**config.mk**
```make
export PLATFORM = sky130hd
export DESIGN_NAME = uart_tx_scheduler_flat
export DESIGN_NICKNAME = d
export VERILOG_FILES = /design/src/rtl/uart_tx_scheduler_if.sv /design/src/rtl/uart_tx_scheduler.sv /design/src/flat_wrapper.sv
export SDC_FILE = /design/constraint.sdc
export NUM_CORES = 1
export LEC_CHECK = 0
export ABC_CLOCK_PERIOD_IN_PS = 2000
export BUFFER_PORTS_ARGS = -buffer_cell sky130_fd_sc_hd__buf_2
export CAP_MARGIN = 25
export CORE_ASPECT_RATIO = 1.4
export CORE_MARGIN = 5
export CORE_UTILIZATION = 45
export DETAILED_ROUTE_END_ITERATION = 8
export GPL_ROUTABILITY_DRIVEN = 0
export PLACE_DENSITY_LB_ADDON = 0.3
export SYNTH_ARGS = -nofsm -noshare
export SYNTH_HDL_FRONTEND = slang
export SYNTH_SLANG_ARGS = --single-unit
export TNS_END_PERCENT = 20
```
**constraint.sdc**
```tcl
create_clock -name clock -period 2 [get_ports clock]
set_input_delay 0.2 -clock clock [delete_from_list [all_inputs] [get_ports clock]]
set_output_delay 0.2 -clock clock [all_outputs]
set_load 0.05 [all_outputs]
```
**src/rtl/uart_tx_scheduler_if.sv**
```systemverilog
// Requester/UART bundle for the shared UART transmit scheduler.
// The requester and UART side is the master; the scheduler is the slave.
interface uart_tx_scheduler_if #(
  parameter int NREQ = 3
);
  logic [NREQ-1:0]   req;
  logic [NREQ*8-1:0] req_data;
  logic [NREQ-1:0]   ack;
  logic              err;
  logic              busy;
  logic [2:0]        owner;
  logic [31:0]       uart_data;
  logic              uart_send_req;
  logic              uart_irq;

  modport master (
    output req, req_data, uart_irq,
    input  ack, err, busy, owner, uart_data, uart_send_req
  );

  modport slave (
    input  req, req_data, uart_irq,
    output ack, err, busy, owner, uart_data, uart_send_req
  );
endinterface

```
**src/rtl/uart_tx_scheduler.sv**
```systemverilog
// Round-robin sharing of one UART transmitter between NREQ requesters.
// One byte in flight at a time, with a watchdog on the UART completion interrupt.
module uart_tx_scheduler #(
  parameter int NREQ    = 3,
  parameter int TIMEOUT = 16384,
  parameter int GAP     = 4
) (
  input  logic              clock,
  input  logic              Rst,
  uart_tx_scheduler_if.slave bus
);

  localparam int WDW = (TIMEOUT > 1) ? $clog2(TIMEOUT) : 1;
  localparam int GPW = (GAP > 1) ? $clog2(GAP) : 1;

  typedef enum logic [2:0] {
    S_IDLE,
    S_ISSUE,
    S_WAIT,
    S_DONE,
    S_GAP
  } state_e;

  state_e         state_q, state_d;
  logic [2:0]     owner_q, owner_d;
  logic [2:0]     rr_q, rr_d;
  logic [7:0]     data_q, data_d;
  logic [WDW-1:0] wd_q, wd_d;
  logic [GPW-1:0] gap_q, gap_d;
  logic           err_q, err_d;

  logic           grant_vld;
  logic [2:0]     grant_idx;
  logic [7:0]     grant_byte;
  logic           hi_vld;
  logic [2:0]     hi_idx, lo_idx;

  // Lowest set bit at or above rr_q wins; otherwise wrap to the lowest set bit.
  always_comb begin
    hi_vld = 1'b0;
    hi_idx = '0;
    lo_idx = '0;
    for (int j = NREQ - 1; j >= 0; j--) begin
      if (bus.req[j]) begin
        lo_idx = 3'(j);
        if (3'(j) >= rr_q) begin
          hi_vld = 1'b1;
          hi_idx = 3'(j);
        end
      end
    end
    grant_vld = |bus.req;
    grant_idx = hi_vld ? hi_idx : lo_idx;
  end

  always_comb begin
    grant_byte = '0;
    for (int j = 0; j < NREQ; j++) begin
      if (grant_idx == 3'(j)) grant_byte = bus.req_data[8*j +: 8];
    end
  end

  always_comb begin
    state_d = state_q;
    owner_d = owner_q;
    rr_d    = rr_q;
    data_d  = data_q;
    wd_d    = wd_q;
    gap_d   = gap_q;
    err_d   = err_q;
    case (state_q)
      S_IDLE: begin
        if (grant_vld) begin
          owner_d = grant_idx;
          data_d  = grant_byte;
          state_d = S_ISSUE;
        end
      end
      S_ISSUE: begin
        wd_d    = '0;
        err_d   = 1'b0;
        state_d = S_WAIT;
      end
      S_WAIT: begin
        // A completion seen on the last watchdog cycle still counts as success.
        if (bus.uart_irq) begin
          err_d   = 1'b0;
          state_d = S_DONE;
        end else if (wd_q == WDW'(TIMEOUT - 1)) begin
          err_d   = 1'b1;
          state_d = S_DONE;
        end else begin
          wd_d = wd_q + 1'b1;
        end
      end
      S_DONE: begin
        rr_d    = (owner_q == 3'(NREQ - 1)) ? 3'd0 : owner_q + 3'd1;
        gap_d   = '0;
        state_d = (GAP == 0) ? S_IDLE : S_GAP;
      end
      S_GAP: begin
        if (gap_q == GPW'(GAP - 1)) state_d = S_IDLE;
        else                        gap_d   = gap_q + 1'b1;
      end
      default: state_d = S_IDLE;
    endcase
  end

  always_ff @(posedge clock or posedge Rst) begin
    if (Rst) begin
      state_q <= S_IDLE;
      owner_q <= '0;
      rr_q    <= '0;
      data_q  <= '0;
      wd_q    <= '0;
      gap_q   <= '0;
      err_q   <= 1'b0;
    end else begin
      state_q <= state_d;
      owner_q <= owner_d;
      rr_q    <= rr_d;
      data_q  <= data_d;
      wd_q    <= wd_d;
      gap_q   <= gap_d;
      err_q   <= err_d;
    end
  end

  assign bus.ack           = (state_q == S_DONE) ? (NREQ'(1) << owner_q) : '0;
  assign bus.err           = (state_q == S_DONE) && err_q;
  assign bus.busy          = (state_q != S_IDLE);
  assign bus.owner         = owner_q;
  assign bus.uart_data     = {24'h0, data_q};
  assign bus.uart_send_req = (state_q == S_ISSUE);

endmodule

```
**src/flat_wrapper.sv**
```systemverilog
// flat-port wrapper written by rule: the top's interface ports become plain ports
module uart_tx_scheduler_flat 
#(
  parameter int NREQ    = 3,
  parameter int TIMEOUT = 16384,
  parameter int GAP     = 4
)
  (clock, Rst, bus_req, bus_req_data, bus_uart_irq, bus_ack, bus_err, bus_busy, bus_owner, bus_uart_data, bus_uart_send_req);
  uart_tx_scheduler_if #(.NREQ(NREQ)) bus_i ();
  input  logic clock;
  input  logic Rst;
  input wire logic [$bits(bus_i.req)-1:0] bus_req;
  input wire logic [$bits(bus_i.req_data)-1:0] bus_req_data;
  input wire logic [$bits(bus_i.uart_irq)-1:0] bus_uart_irq;
  output wire logic [$bits(bus_i.ack)-1:0] bus_ack;
  output wire logic [$bits(bus_i.err)-1:0] bus_err;
  output wire logic [$bits(bus_i.busy)-1:0] bus_busy;
  output wire logic [$bits(bus_i.owner)-1:0] bus_owner;
  output wire logic [$bits(bus_i.uart_data)-1:0] bus_uart_data;
  output wire logic [$bits(bus_i.uart_send_req)-1:0] bus_uart_send_req;
  assign bus_i.req = bus_req;
  assign bus_i.req_data = bus_req_data;
  assign bus_i.uart_irq = bus_uart_irq;
  assign bus_ack = bus_i.ack;
  assign bus_err = bus_i.err;
  assign bus_busy = bus_i.busy;
  assign bus_owner = bus_i.owner;
  assign bus_uart_data = bus_i.uart_data;
  assign bus_uart_send_req = bus_i.uart_send_req;
  uart_tx_scheduler #(.NREQ(NREQ), .TIMEOUT(TIMEOUT), .GAP(GAP)) u_core (.clock(clock), .Rst(Rst), .bus(bus_i));
endmodule
```
### After elaboration in Yosys (flattened, before gate mapping)

Index checks and enable logic that the tools add are counted.

* register bits: 34
* output and inout bits: 41
* word-level logic and storage cells: 75

* $add $sub $neg: 3
* $lt $le $gt $ge: 3
* eq/ne operators: 15
* shifts and indexed selects: 1
* mux-type cells: 34
* reductions and logical operators: 12

Operator list (count)
* 2-to-1 mux 3 bit: 12
* 2-to-1 mux 14 bit: 2
* case mux 14 bit (2 select lines): 1
* 2-to-1 mux 8 bit: 3
* case mux 3 bit (5 select lines): 1
* adder 14 x 1 -> 14 bit, second input constant: 1
* equality test 14 bit, second input constant: 1
* equality test 3 x 2 -> 1 bit, second input constant: 4
* 2-to-1 mux 2 bit: 5
* 2-to-1 mux 1 bit: 8
* equality test 3 x 1 -> 1 bit, second input constant: 2
* >= comparator 1 x 3 -> 1 bit, first input constant: 2
* zero test 3 bit: 2
* inequality test 2 bit, second input constant: 3
* AND reduction 2 bit: 3
* AND reduction 3 bit: 2
* inequality test 2 x 1 -> 1 bit, second input constant: 2
* case mux 2 bit (2 select lines): 1
* nonzero test 2 bit: 2
* adder 3 x 1 -> 3 bit, second input constant: 1
* equality test 3 bit, second input constant: 1
* >= comparator 2 x 3 -> 1 bit, first input constant: 1
* inequality test 3 x 2 -> 1 bit, second input constant: 1
* nonzero test 3 bit: 1
* 6 further kinds: 6

### Depth between registers and ports, before layout

Gate-level depths: netlist (run 1).

* word-level depth: 12
* gate-level depth with buffers: 6

### Least setup slack after synthesis (run 1)

Ideal clock, no wire load.

* path kind: reg2reg
* start: register u_core.state_q[0]
* end: register u_core.rr_q[1]
* library setup time: 0.071 ns
* arrival time: 2.356 ns
* slack: -0.428 ns
* stages on the path, launching flop included: 7
* buffers on the path: 2
* path through: dfrtp_1 > buf_12 > nand2_1 > or2_2 > clkbuf_1 > nor3b_1 > a21o_1

* word-level cells in the longest chain between the ends: 1

RTL lines
* start, declared: line uart_tx_scheduler.sv:24 `state_e state_q, state_d;`
* start signal, assigned: line uart_tx_scheduler.sv:119 `state_q <= state_d;`
* equality test 3 x 2 -> 1 bit: line uart_tx_scheduler.sv:71 `case (state_q)`
* end signal, assigned: line uart_tx_scheduler.sv:121 `rr_q <= rr_d;`
* end, declared: line uart_tx_scheduler.sv:26 `logic [2:0] rr_q, rr_d;`

No other way between the ends.
A chain may end at the register's enable or synchronous reset.

### Worst setup path in the final report (run 1)

* start: register u_core.state_q[1]
* end: output bus_ack[1]

* word-level cells in the longest chain between the ends: 2

RTL lines
* equality test 3 x 2 -> 1 bit: line uart_tx_scheduler.sv:129 `assign bus.ack = (state_q == S_DONE) ? (NREQ'(1) << owner_q) : '0;`
* 2-to-1 mux 3 bit: line uart_tx_scheduler.sv:129
* end, declared: line flat_wrapper.sv:15 `output wire logic [$bits(bus_i.ack)-1:0] bus_ack;`

No other way between the ends.

==> metrics.yaml, run 1 <==
status: "complete, but fails checks"
failed_checks: "hold timing"
grt_antenna_before_repair: 0
grt_overflow_total: 0
io_pins: 71
power_leakage_nw: 1.19
initial_utilization: 0.456
critPathArrivalTime_ns: 1.71
insertion_delay_ns: 0.29
die_w_um: 66.8
layout-area-overhead-vs-synth_pct: 17.4
crit-reg2reg-capture: "u_core.data_q[3]$_DFFE_PP0P_"
remaining_drc_errors: 0
vias_per_cell: 5.01
final-hold-violation-count: 2
startpoint_type: "flip-flop"
finalSetupViolCount: 0
netlist.area_leader.share: 0.406
yosysSeqAreaShare: 0.406
ys_seq_elements: 33
powerDensity_mw_per_mm2: 1380
clock_tree_buf_depth: 2
worstSetupEndpointType: "primary output"
final_min_period_over_clock_period: 0.956
r2r_cells: 5
clk_pin_slew_ns: 0.07
core_area_mm2: 0.00446
synthesis.area_per_instance_um2: 9.41
synth.cell_area_mm2: 0.00203
htree_num_levels: 2
route.vias.total: 1654
fin_nets: 299
placed_cells: 320
layout.filler_cells: 440
grt_start_max_net_pins: 34
clock_sink_count: 33
clock_skew_ns: 0.00972
wire_length_of_the_first_global_routing_pass_mm: 7.04
hpwlAfterDp_mm: 3.41
port-buffer-count: 45
average_detailed_routed_wire_length_per_instance_um: 13.4
layout_min_cycle_time_ns: 1.91
worst_ep_required_time_ns: 1.80
fraction_of_layout_instances_using_a_drive_strength_above_1: 0.291
synth.lib_cells_used.distinct: 45
netlist.top_cell.by_area: "sky130_fd_sc_hd__dfrtp_1"
rows: 29
met2_usage: 0.286
post-place-ws_ns: 0.142
slew_headroom: 0.501
gr-usage-met3: 0.0553
cts-hold-fix-buffers: 0
initialDrtViolationCount: 61
drv.max_cap_violation_count: 0
synth_cells: 216
die_h_um: 89.5
antenna_cells: 0
clock_tree.root_cell: "sky130_fd_sc_hd__clkbuf_8"
routed_wirelength_mm: 4.42
max_fanout_on_critical_path: 9
gr-max-usage-layer: "met2"
hold_path_class: "input pin to async pin"
drt_pre_antenna_iters: 4
whs_ns: -0.000176
tightest_slew_ns: 0.744
numCtsBuffers: 5
drt.antenna.violating_nets: 0
number_of_enable_type_register_cells_in_the_synthesized_netlist: 0
first_global_vias: 1615
synthArstFlopShare: 1.00
synth.yosys.warnings: 0
slew_violations: 0
dieArea_mm2: 0.00598
critical_path.reg2reg.startpoint: "u_core.state_q[0]$_DFFE_PP0P_"
final_critical_path_setup_slack_ns: 0.0878
grt.met1_usage: 0.157
timing.fmax_mhz: 523
synth_ff_type: "sky130_fd_sc_hd__dfrtp_1"
globalRouteTotalUtil: 0.157
reg2reg_setup_slack_ns: 0.12
power.ir.vdd_worst_uv: 811
setup.worst_path.class: "flip-flop to primary output"
instances_no_fill: 330
tritoncts: "done"
unrepaired_setup_endpoints_after_global_routing: "true"
synth_area_leaders: "sky130_fd_sc_hd__dfrtp_1 (41%), sky130_fd_sc_hd__buf_4 (9.2%), sky130_fd_sc_hd__nand2_1 (4.8%), sky130_fd_sc_hd__nor2_1 (4.1%), sky130_fd_sc_hd__xnor2_1 (3.9%)"
[registers in the layout, summed over array words and instances, names as in the netlist]
| register | count |
|---|---|
| u_core.rr_q | 3 |
| u_core.err_q | 1 |
| u_core.data_q | 8 |
| u_core.wd_q | 14 |
| u_core.bus.owner | 2 |
| u_core.gap_q | 2 |
| u_core.state_q | 3 |
[through the flow]
step	instance area, um2	hold slack [ns]	util	setup TNS [ns]	total power, mW
5_1_grt	2390	0.0410	0.535	0	3.50
3_5_place_dp	2230	0.322	0.500	0	2.61
6_report	2390	-0.000176	0.535	0	3.28
4_1_cts	2360	0.00790	0.528	0	3.28
2_1_floorplan	2130	0.329	-	-0.980	2.33
3_3_place_gp	2230	0.315	0.500	0	2.58
[report_power, final]
part	total [mW]	internal (mW)	switching [mW]
Sequential	1.05	0.856	0.193
Combinational	1.59	0.487	1.10
Clock	0.645	0.406	0.239
Total	3.28	1.75	1.54
[kinds of logic after synthesis]
family,Yosys count,synth area share
flip-flops,33,0.406
adder cells (fa/ha/maj),2,0.0123
multiplexers,5,0.0246
buffers and inverters,40,0.132
XOR/XNOR,9,0.0388
AND/OR/NAND/NOR,85,0.238
other,1,0.00184
AO/OA/AOI/OAI,41,0.146
[metal layers]
metal | part of all wire | wire, um
met1 | 0.36 | 1610
met2 | 0.53 | 2340
met3 | 0.086 | 381
met4 | 0.020 | 87
met5 | 0 | 0
[placed cells by master, fill, tap and decap left out, types with 2 or more instances in the layout]
| cell type | netlist | routed |
|---|---|---|
| sky130_fd_sc_hd__dfrtp_1 | 33 | 30 |
| sky130_fd_sc_hd__nand2_1 | 26 | 26 |
| sky130_fd_sc_hd__a21o_1 | 2 | 2 |
| sky130_fd_sc_hd__clkbuf_8 | 0 | 6 |
| sky130_fd_sc_hd__dfrtp_2 | 0 | 3 |
| sky130_fd_sc_hd__nor3_1 | 6 | 5 |
| sky130_fd_sc_hd__nand3_1 | 3 | 3 |
| sky130_fd_sc_hd__buf_2 | 1 | 42 |
| sky130_fd_sc_hd__xnor2_1 | 9 | 9 |
| sky130_fd_sc_hd__o31ai_1 | 7 | 7 |
| sky130_fd_sc_hd__o21ai_0 | 4 | 4 |
| sky130_fd_sc_hd__buf_4 | 25 | 10 |
| sky130_fd_sc_hd__nor3b_1 | 5 | 3 |
| sky130_fd_sc_hd__ha_1 | 2 | 2 |
| sky130_fd_sc_hd__nor4_1 | 4 | 4 |
| sky130_fd_sc_hd__inv_1 | 8 | 8 |
| sky130_fd_sc_hd__a21oi_1 | 13 | 13 |
| sky130_fd_sc_hd__mux2i_1 | 5 | 5 |
| sky130_fd_sc_hd__nor2_1 | 22 | 22 |
| sky130_fd_sc_hd__nand4_1 | 3 | 3 |
| sky130_fd_sc_hd__and3_1 | 2 | 2 |
| sky130_fd_sc_hd__nor3b_2 | 0 | 2 |
| sky130_fd_sc_hd__conb_1 | 1 | 25 |
| sky130_fd_sc_hd__a41o_1 | 7 | 7 |
[how the worst max path moves through the flow]
stage / cells past startpoint / end / startpoint
4_1_cts: 4 / bus_ack[1] / u_core.state_q[1]$_DFFE_PP0P_
3_5_place_dp: 4 / u_core.data_q[6]$_DFFE_PP0P_ / u_core.state_q[2]$_DFFE_PP0P_
6_report: 4 / bus_ack[1] / u_core.state_q[1]$_DFFE_PP0P_
2_1_floorplan: 5 / bus_ack[2] / u_core.state_q[0]$_DFFE_PP0P_
3_3_place_gp: 4 / bus_ack[0] / u_core.state_q[0]$_DFFE_PP0P_
5_1_grt: 4 / bus_ack[1] / u_core.state_q[0]$_DFFE_PP0P_
[cell usage after synthesis, drive strengths merged, types with 3 or more instances]
master / count
nor4: 5
nor3: 6
a21oi: 13
buf: 28
nor4b: 3
dfrtp: 33
nor2: 23
mux2i: 5
nor3b: 5
xnor2: 9
nand4: 4
inv: 8
o21ai: 6
a41o: 7
o31ai: 8
nand2: 26
nand3: 4
clkbuf: 4
[cell type report]
type | instances | area (um2) | area share
flip-flops and latches | 33 | 830 | 0.348
repair buffers | 52 | 285 | 0.120
well taps | 62 | 77.6 | 0.0325
clock buffers | 7 | 86.3 | 0.0362
clock inverters | 1 | 30.0 | 0.0126
multi-input cells | 167 | 1050 | 0.439
inverters | 8 | 30.0 | 0.0126
[critical path, stage by stage, from the launching register on]
cell and delay, ns:
sky130_fd_sc_hd__dfrtp_2 0.43, sky130_fd_sc_hd__nand2_1 0.10, sky130_fd_sc_hd__or2_2 0.39, sky130_fd_sc_hd__nor3b_2 0.26, sky130_fd_sc_hd__buf_4 0.24
[repair_timing]
action / CTS / global route
endpoints found under the setup margin: 3 / 8
setup buffers: 0 / 2
resized for setup: 4 / 6
No activity file was read; power rests on OpenSTA's default activity.
==> run 2, diff against run 1 <==
--- a/config.mk
+++ b/config.mk
@@ -10,7 +10,7 @@
 export CAP_MARGIN = 25
 export CORE_ASPECT_RATIO = 1.4
 export CORE_MARGIN = 5
-export CORE_UTILIZATION = 45
+export CORE_UTILIZATION = 30
 export DETAILED_ROUTE_END_ITERATION = 8
 export GPL_ROUTABILITY_DRIVEN = 0
 export PLACE_DENSITY_LB_ADDON = 0.3
==> run 2 against run 1 <==
  * The flow now finishes without violations
  * Clock skew down 0.0062 ns
  * Via count down 1.8%
  * Largest cell class unchanged
  * Highest routed layer unchanged
  * Count of clock-buffer cells in the layout unchanged
  * Flip-flop and latch count unchanged
  * Critical path type is now flip-flop to flip-flop
  * Die area up 43%
==> metrics.yaml, run 2 (synthesis gave the netlist of run 1 again) <==
status: "finished clean"
largest_reg_flops: 14
crit_slowest_cell: "sky130_fd_sc_hd__dfrtp_2"
instances_no_fill: 361
max_fanout_on_critical_path: 11
insertion_delay_ns: 0.28
initial_utilization: 0.307
r2r_cells: 5
vias_per_cell: 4.50
critPathTopFamily: "simple AND/OR/NAND/NOR gates"
clock_tree_buf_depth: 2
reg2reg_setup_slack_ns: 0.19
cts-hold-fix-buffers: 0
cp.buffers_inverters: 0
layout.filler_cells: 679
final_min_period_over_clock_period: 0.903
gr-usage-met3: 0.0402
drt.antenna.violating_nets: 0
tritoncts: "done"
die_w_um: 79.6
powerDensity_mw_per_mm2: 1310
routed_wirelength_mm: 4.67
initialDrtViolationCount: 46
met2_usage: 0.194
critical_path.reg2reg.startpoint: "u_core.state_q[2]$_DFFE_PP0P_"
layout_min_cycle_time_ns: 1.81
startpoint: "u_core.state_q[2]$_DFFE_PP0P_"
core_area_mm2: 0.00661
placedInstanceArea_mm2: 0.00229
die_h_um: 107
final_util: 0.365
clock_tree.root_cell: "sky130_fd_sc_hd__clkbuf_8"
port-buffer-count: 45
remaining_drc_errors: 0
layout-area-overhead-vs-synth_pct: 18.8
globalRouteTotalUtil: 0.117
route.vias.total: 1625
antenna_cells: 0
critical_path_cell_count: 5
worstSetupEndpointType: "flip-flop"
crit-reg2reg-capture: "u_core.wd_q[11]$_DFFE_PP0P_"
finalSetupViolCount: 0
crit_path_cell_trace: "nor4b_4 -> nand3_4 -> nor4_1 -> xnor2_1 -> nor2_1"
slew_violations: 0
total_power_mw: 3.16
rows: 35
io_pins: 71
clock_sink_count: 33
post-place-ws_ns: 0.0928
registers.top_by_ff_count: "u_core.wd_q"
setup.worst_path.class: "flip-flop to flip-flop"
dieArea_mm2: 0.00855
grt_overflow_total: 0
final_critical_path_setup_slack_ns: 0.194
placed_cells: 353
fin_nets: 301
wire_length_of_the_first_global_routing_pass_mm: 7.94
grt_start_max_net_pins: 34
htree_num_levels: 2
final-hold-violation-count: 0
whs_ns: 0.00607
startpoint_type: "flip-flop"
unrepaired_setup_endpoints_after_global_routing: "false"
worst_ep_required_time_ns: 2.17
clk_pin_slew_ns: 0.06
most_common_library_cell_in_the_layout_ignoring_fill_and_taps: "sky130_fd_sc_hd__buf_2"
drt_pre_antenna_iters: 4
first_global_vias: 1648
slew_headroom: 0.675
fraction_of_layout_instances_using_a_drive_strength_above_1: 0.297
gr-max-usage-layer: "met2"
final_area_mm2: 0.00241
grt.met1_usage: 0.144
power.ir.vdd_worst_uv: 602
drv.max_cap_violation_count: 0
numCtsBuffers: 5
timing.fmax_mhz: 554
power_leakage_nw: 1.19
critPathArrivalTime_ns: 1.98
hpwlAfterDp_mm: 3.63
most-common-layout-cells: "sky130_fd_sc_hd__buf_2 (42), sky130_fd_sc_hd__dfrtp_1 (30), sky130_fd_sc_hd__nand2_1 (26)"
hold_path_class: "input pin to async pin"
tns_ns: 0
clock_skew_ns: 0.00352
grt_antenna_before_repair: 0
critical_path.max_stage_delay_ns: 0.49
tightest_slew_ns: 0.480
largestRegisters: "u_core.wd_q x14, u_core.data_q x8"
average_detailed_routed_wire_length_per_instance_um: 12.9
endpoint: "u_core.wd_q[11]$_DFFE_PP0P_"
run 2: power by group:
group          internal [mW]  switching [mW]  leakage (nW)
sequential             0.857           0.199         0.432
clock                  0.273           0.227        0.0443
combinational          0.501            1.10         0.715
run 2: worst min-delay path by stage:
stage,slack [ns],to
final,0.006,u_core.rr_q[1]$_DFFE_PP0P_
after detailed placement,0.33,u_core.wd_q[11]$_DFFE_PP0P_
after CTS,0.02,u_core.rr_q[1]$_DFFE_PP0P_
after floorplan,0.33,u_core.bus.owner[0]$_DFFE_PP0P_
after global routing,0.05,u_core.rr_q[1]$_DFFE_PP0P_
after global placement,0.33,u_core.wd_q[11]$_DFFE_PP0P_
run 2: per-layer routing:
metal / routed length [um] / vias to the layer above
met3: 338 / 5
li1: - / 821
met4: 45 / 0
met2: 2320 / 51
met5: 0 / -
met1: 1960 / 748
run 2: worst register-to-register path, cell delays in order (launching register included):
cell and delay (ns):
sky130_fd_sc_hd__dfrtp_2 0.49, sky130_fd_sc_hd__nor4b_4 0.45, sky130_fd_sc_hd__nand3_4 0.16, sky130_fd_sc_hd__nor4_1 0.39, sky130_fd_sc_hd__xnor2_1 0.17, sky130_fd_sc_hd__nor2_1 0.05
run 2: layout make-up:
type | instances | area, um2 | share of cell area
tap | 92 | 115 | 0.0477
clock buffer | 7 | 86.3 | 0.0358
multi-input combinational | 167 | 1050 | 0.435
inverter | 8 | 30.0 | 0.0124
sequential | 33 | 830 | 0.344
timing repair buffer | 54 | 304 | 0.126
run 2: what timing repair did:
action | CTS | global route
buffers inserted | 0 | 1
gates resized for setup | 5 | 7
endpoints found under the setup margin | 3 | 13
==> run 3, diff against run 2 <==
--- a/config.mk
+++ b/config.mk
@@ -13,7 +13,7 @@
 export CORE_UTILIZATION = 30
 export DETAILED_ROUTE_END_ITERATION = 8
 export GPL_ROUTABILITY_DRIVEN = 0
-export PLACE_DENSITY_LB_ADDON = 0.3
+export PLACE_DENSITY_LB_ADDON = 0.15
 export SYNTH_ARGS = -nofsm -noshare
 export SYNTH_HDL_FRONTEND = slang
 export SYNTH_SLANG_ARGS = --single-unit
==> run 3 against run 2 <==
  * The run now ends with hold timing left
  * Critical path depth decreased by 1
  * Clock skew increased by 0.0021 ns
  * Flip-flop and latch count unchanged
  * Via count decreased by 0.74%
  * Sequential share of layout area decreased by 0.14 points
  * Final area increased by 0.26%
==> metrics.yaml, run 3 (synthesis gave the netlist of run 1 again) <==
final-hold-violation-count: 4
remaining_drc_errors: 0
average_detailed_routed_wire_length_per_instance_um: 12.8
powerDensity_mw_per_mm2: 1340
tritoncts: "done"
hpwlAfterDp_mm: 3.60
status: "complete, but fails checks"
core_area_mm2: 0.00661
hold_path_class: "input pin to async pin"
multi_input_comb_area_mm2: 0.00104
clock_sink_count: 33
clock_tree_buf_depth: 2
critical_path.max_stage_delay_ns: 0.43
worstSetupEndpointType: "primary output"
grt_antenna_before_repair: 0
failed_checks: "hold timing"
dieArea_mm2: 0.00855
numCtsBuffers: 5
fraction_of_layout_instances_using_a_drive_strength_above_1: 0.292
clk_pin_slew_ns: 0.07
placed_cells: 352
power.share.switching: 0.481
vias_per_cell: 4.44
tns_ns: 0
crit_slowest_cell: "sky130_fd_sc_hd__dfrtp_2"
slew_headroom: 0.480
slew_violations: 0
clock_skew_ns: 0.00560
registers.top_by_ff_count: "u_core.wd_q"
insertion_delay_ns: 0.28
final_min_period_over_clock_period: 0.941
rows: 35
die_h_um: 107
wl_met1_mm: 1.94
most_common_library_cell_in_the_layout_ignoring_fill_and_taps: "sky130_fd_sc_hd__buf_2"
power.switching_mw: 1.56
globalRouteTotalUtil: 0.115
fin_nets: 302
whs_ns: -0.00228
grt_start_max_net_pins: 34
largestRegisters: "u_core.wd_q x14, u_core.data_q x8"
grt_overflow_total: 0
htree_num_levels: 2
tightest_slew_ns: 0.775
layout-area-overhead-vs-synth_pct: 19.1
clock_tree.root_cell: "sky130_fd_sc_hd__clkbuf_8"
route.vias.total: 1613
wire_length_of_the_first_global_routing_pass_mm: 7.80
startpoint_type: "flip-flop"
routed_wirelength_mm: 4.66
pwr-share-clk: 0.174
first_global_vias: 1661
critPathArrivalTime_ns: 1.68
route.top_layer_used: "met4"
die_w_um: 79.6
io_pins: 71
max_fanout_on_critical_path: 9
setup.worst_path.class: "flip-flop to primary output"
drt_pre_antenna_iters: 4
combPwrFrac: 0.504
most-common-layout-cells: "sky130_fd_sc_hd__buf_2 (42), sky130_fd_sc_hd__dfrtp_1 (31), sky130_fd_sc_hd__nand2_1 (26)"
regArea_um2: 828
layout.filler_cells: 683
power_frac_seq: 0.321
initial_utilization: 0.307
finalSetupViolCount: 0
port-buffer-count: 45
power.ir.vdd_worst_uv: 929
drv.max_cap_violation_count: 0
initialDrtViolationCount: 74
timing.fmax_mhz: 531
largest_reg_flops: 14
crit_path_cell_trace: "nand2_1 -> or2_2 -> nor3b_2 -> buf_4"
unrepaired_setup_endpoints_after_global_routing: "false"
layout_min_cycle_time_ns: 1.88
antenna_cells: 0
internal_power_mw: 1.68
power_leakage_nw: 1.20
drt.antenna.violating_nets: 0
instances_no_fill: 363
worst_ep_required_time_ns: 1.80
met2_length_mm: 2.37
met3WireLength_um: 333
cts-hold-fix-buffers: 0
==> run 3: per-stage QoR <==
stage / setup slack (ns) / utilization / cell area (um2) / power, mW / hold slack, ns
global placement: 0.156 / 0.345 / 2280 / 2.64 / 0.328
floorplan: -0.368 / - / 2130 / 2.33 / 0.329
detailed placement: 0.123 / 0.345 / 2280 / 2.64 / 0.330
CTS: 0.0432 / 0.362 / 2390 / 3.23 / 0.0155
finish: 0.117 / 0.366 / 2420 / 3.23 / -0.00228
global route: 0.00478 / 0.366 / 2420 / 3.46 / 0.0435
==> run 3: path summary, 6_finish.rpt <==
path | start | end | slack [ns] | depth (start not counted)
worst max-delay path | u_core.state_q[0]$_DFFE_PP0P_ | bus_ack[1] | 0.12 | 4
worst min-delay path | Rst | u_core.wd_q[6]$_DFFE_PP0P_ | -0.002 | 3
worst max register to register | u_core.state_q[0]$_DFFE_PP0P_ | u_core.wd_q[13]$_DFFE_PP0P_ | 0.14 | 6
worst min register to register | u_core.data_q[3]$_DFFE_PP0P_ | u_core.data_q[3]$_DFFE_PP0P_ | 0.48 | 2
max in group asynchronous | Rst | u_core.state_q[1]$_DFFE_PP0P_ | 1.67 | 3
min in group clock | bus_req_data[21] | u_core.data_q[5]$_DFFE_PP0P_ | 0.19 | 3
==> run 3: metal layers <==
metal | up-vias | GRT usage
met5 | - | 0
met3 | 4 | 0.0385
met1 | 739 | 0.140
met4 | 0 | 0.0369
met2 | 50 | 0.190
li1 | 820 | -
==> run 3: what timing repair did <==
item / 4_1_cts / 5_1_grt
setup buffers: 0 / 3
resized for setup: 4 / 3
endpoints found under the setup margin: 3 / 2
==> run 3: power by group through the flow <==
stage	clock network, mW	registers, mW	logic, mW
final	0.563	1.04	1.63
after global routing	0.613	1.07	1.78
after CTS	0.583	1.05	1.60
after detailed placement	0	1.05	1.59
after global placement	0	1.05	1.58
after floorplan	0	1.32	1.01
==> run 3: cell type report <==
cell class,count,share of cell area
clock buffers,7,0.0398
clock inverters,1,0.00207
inverters,8,0.0124
multi-input cells,167,0.429
flip-flops and latches,33,0.342
well taps,92,0.0475
repair buffers,55,0.127
==> run 3: worst max-delay path: cells and delay by family (launching register included) <==
| family | cells | cell delay (ns) |
|---|---|---|
| buf+inv | 1 | 0.24 |
| flops | 1 | 0.43 |
| simple gates | 3 | 0.73 |
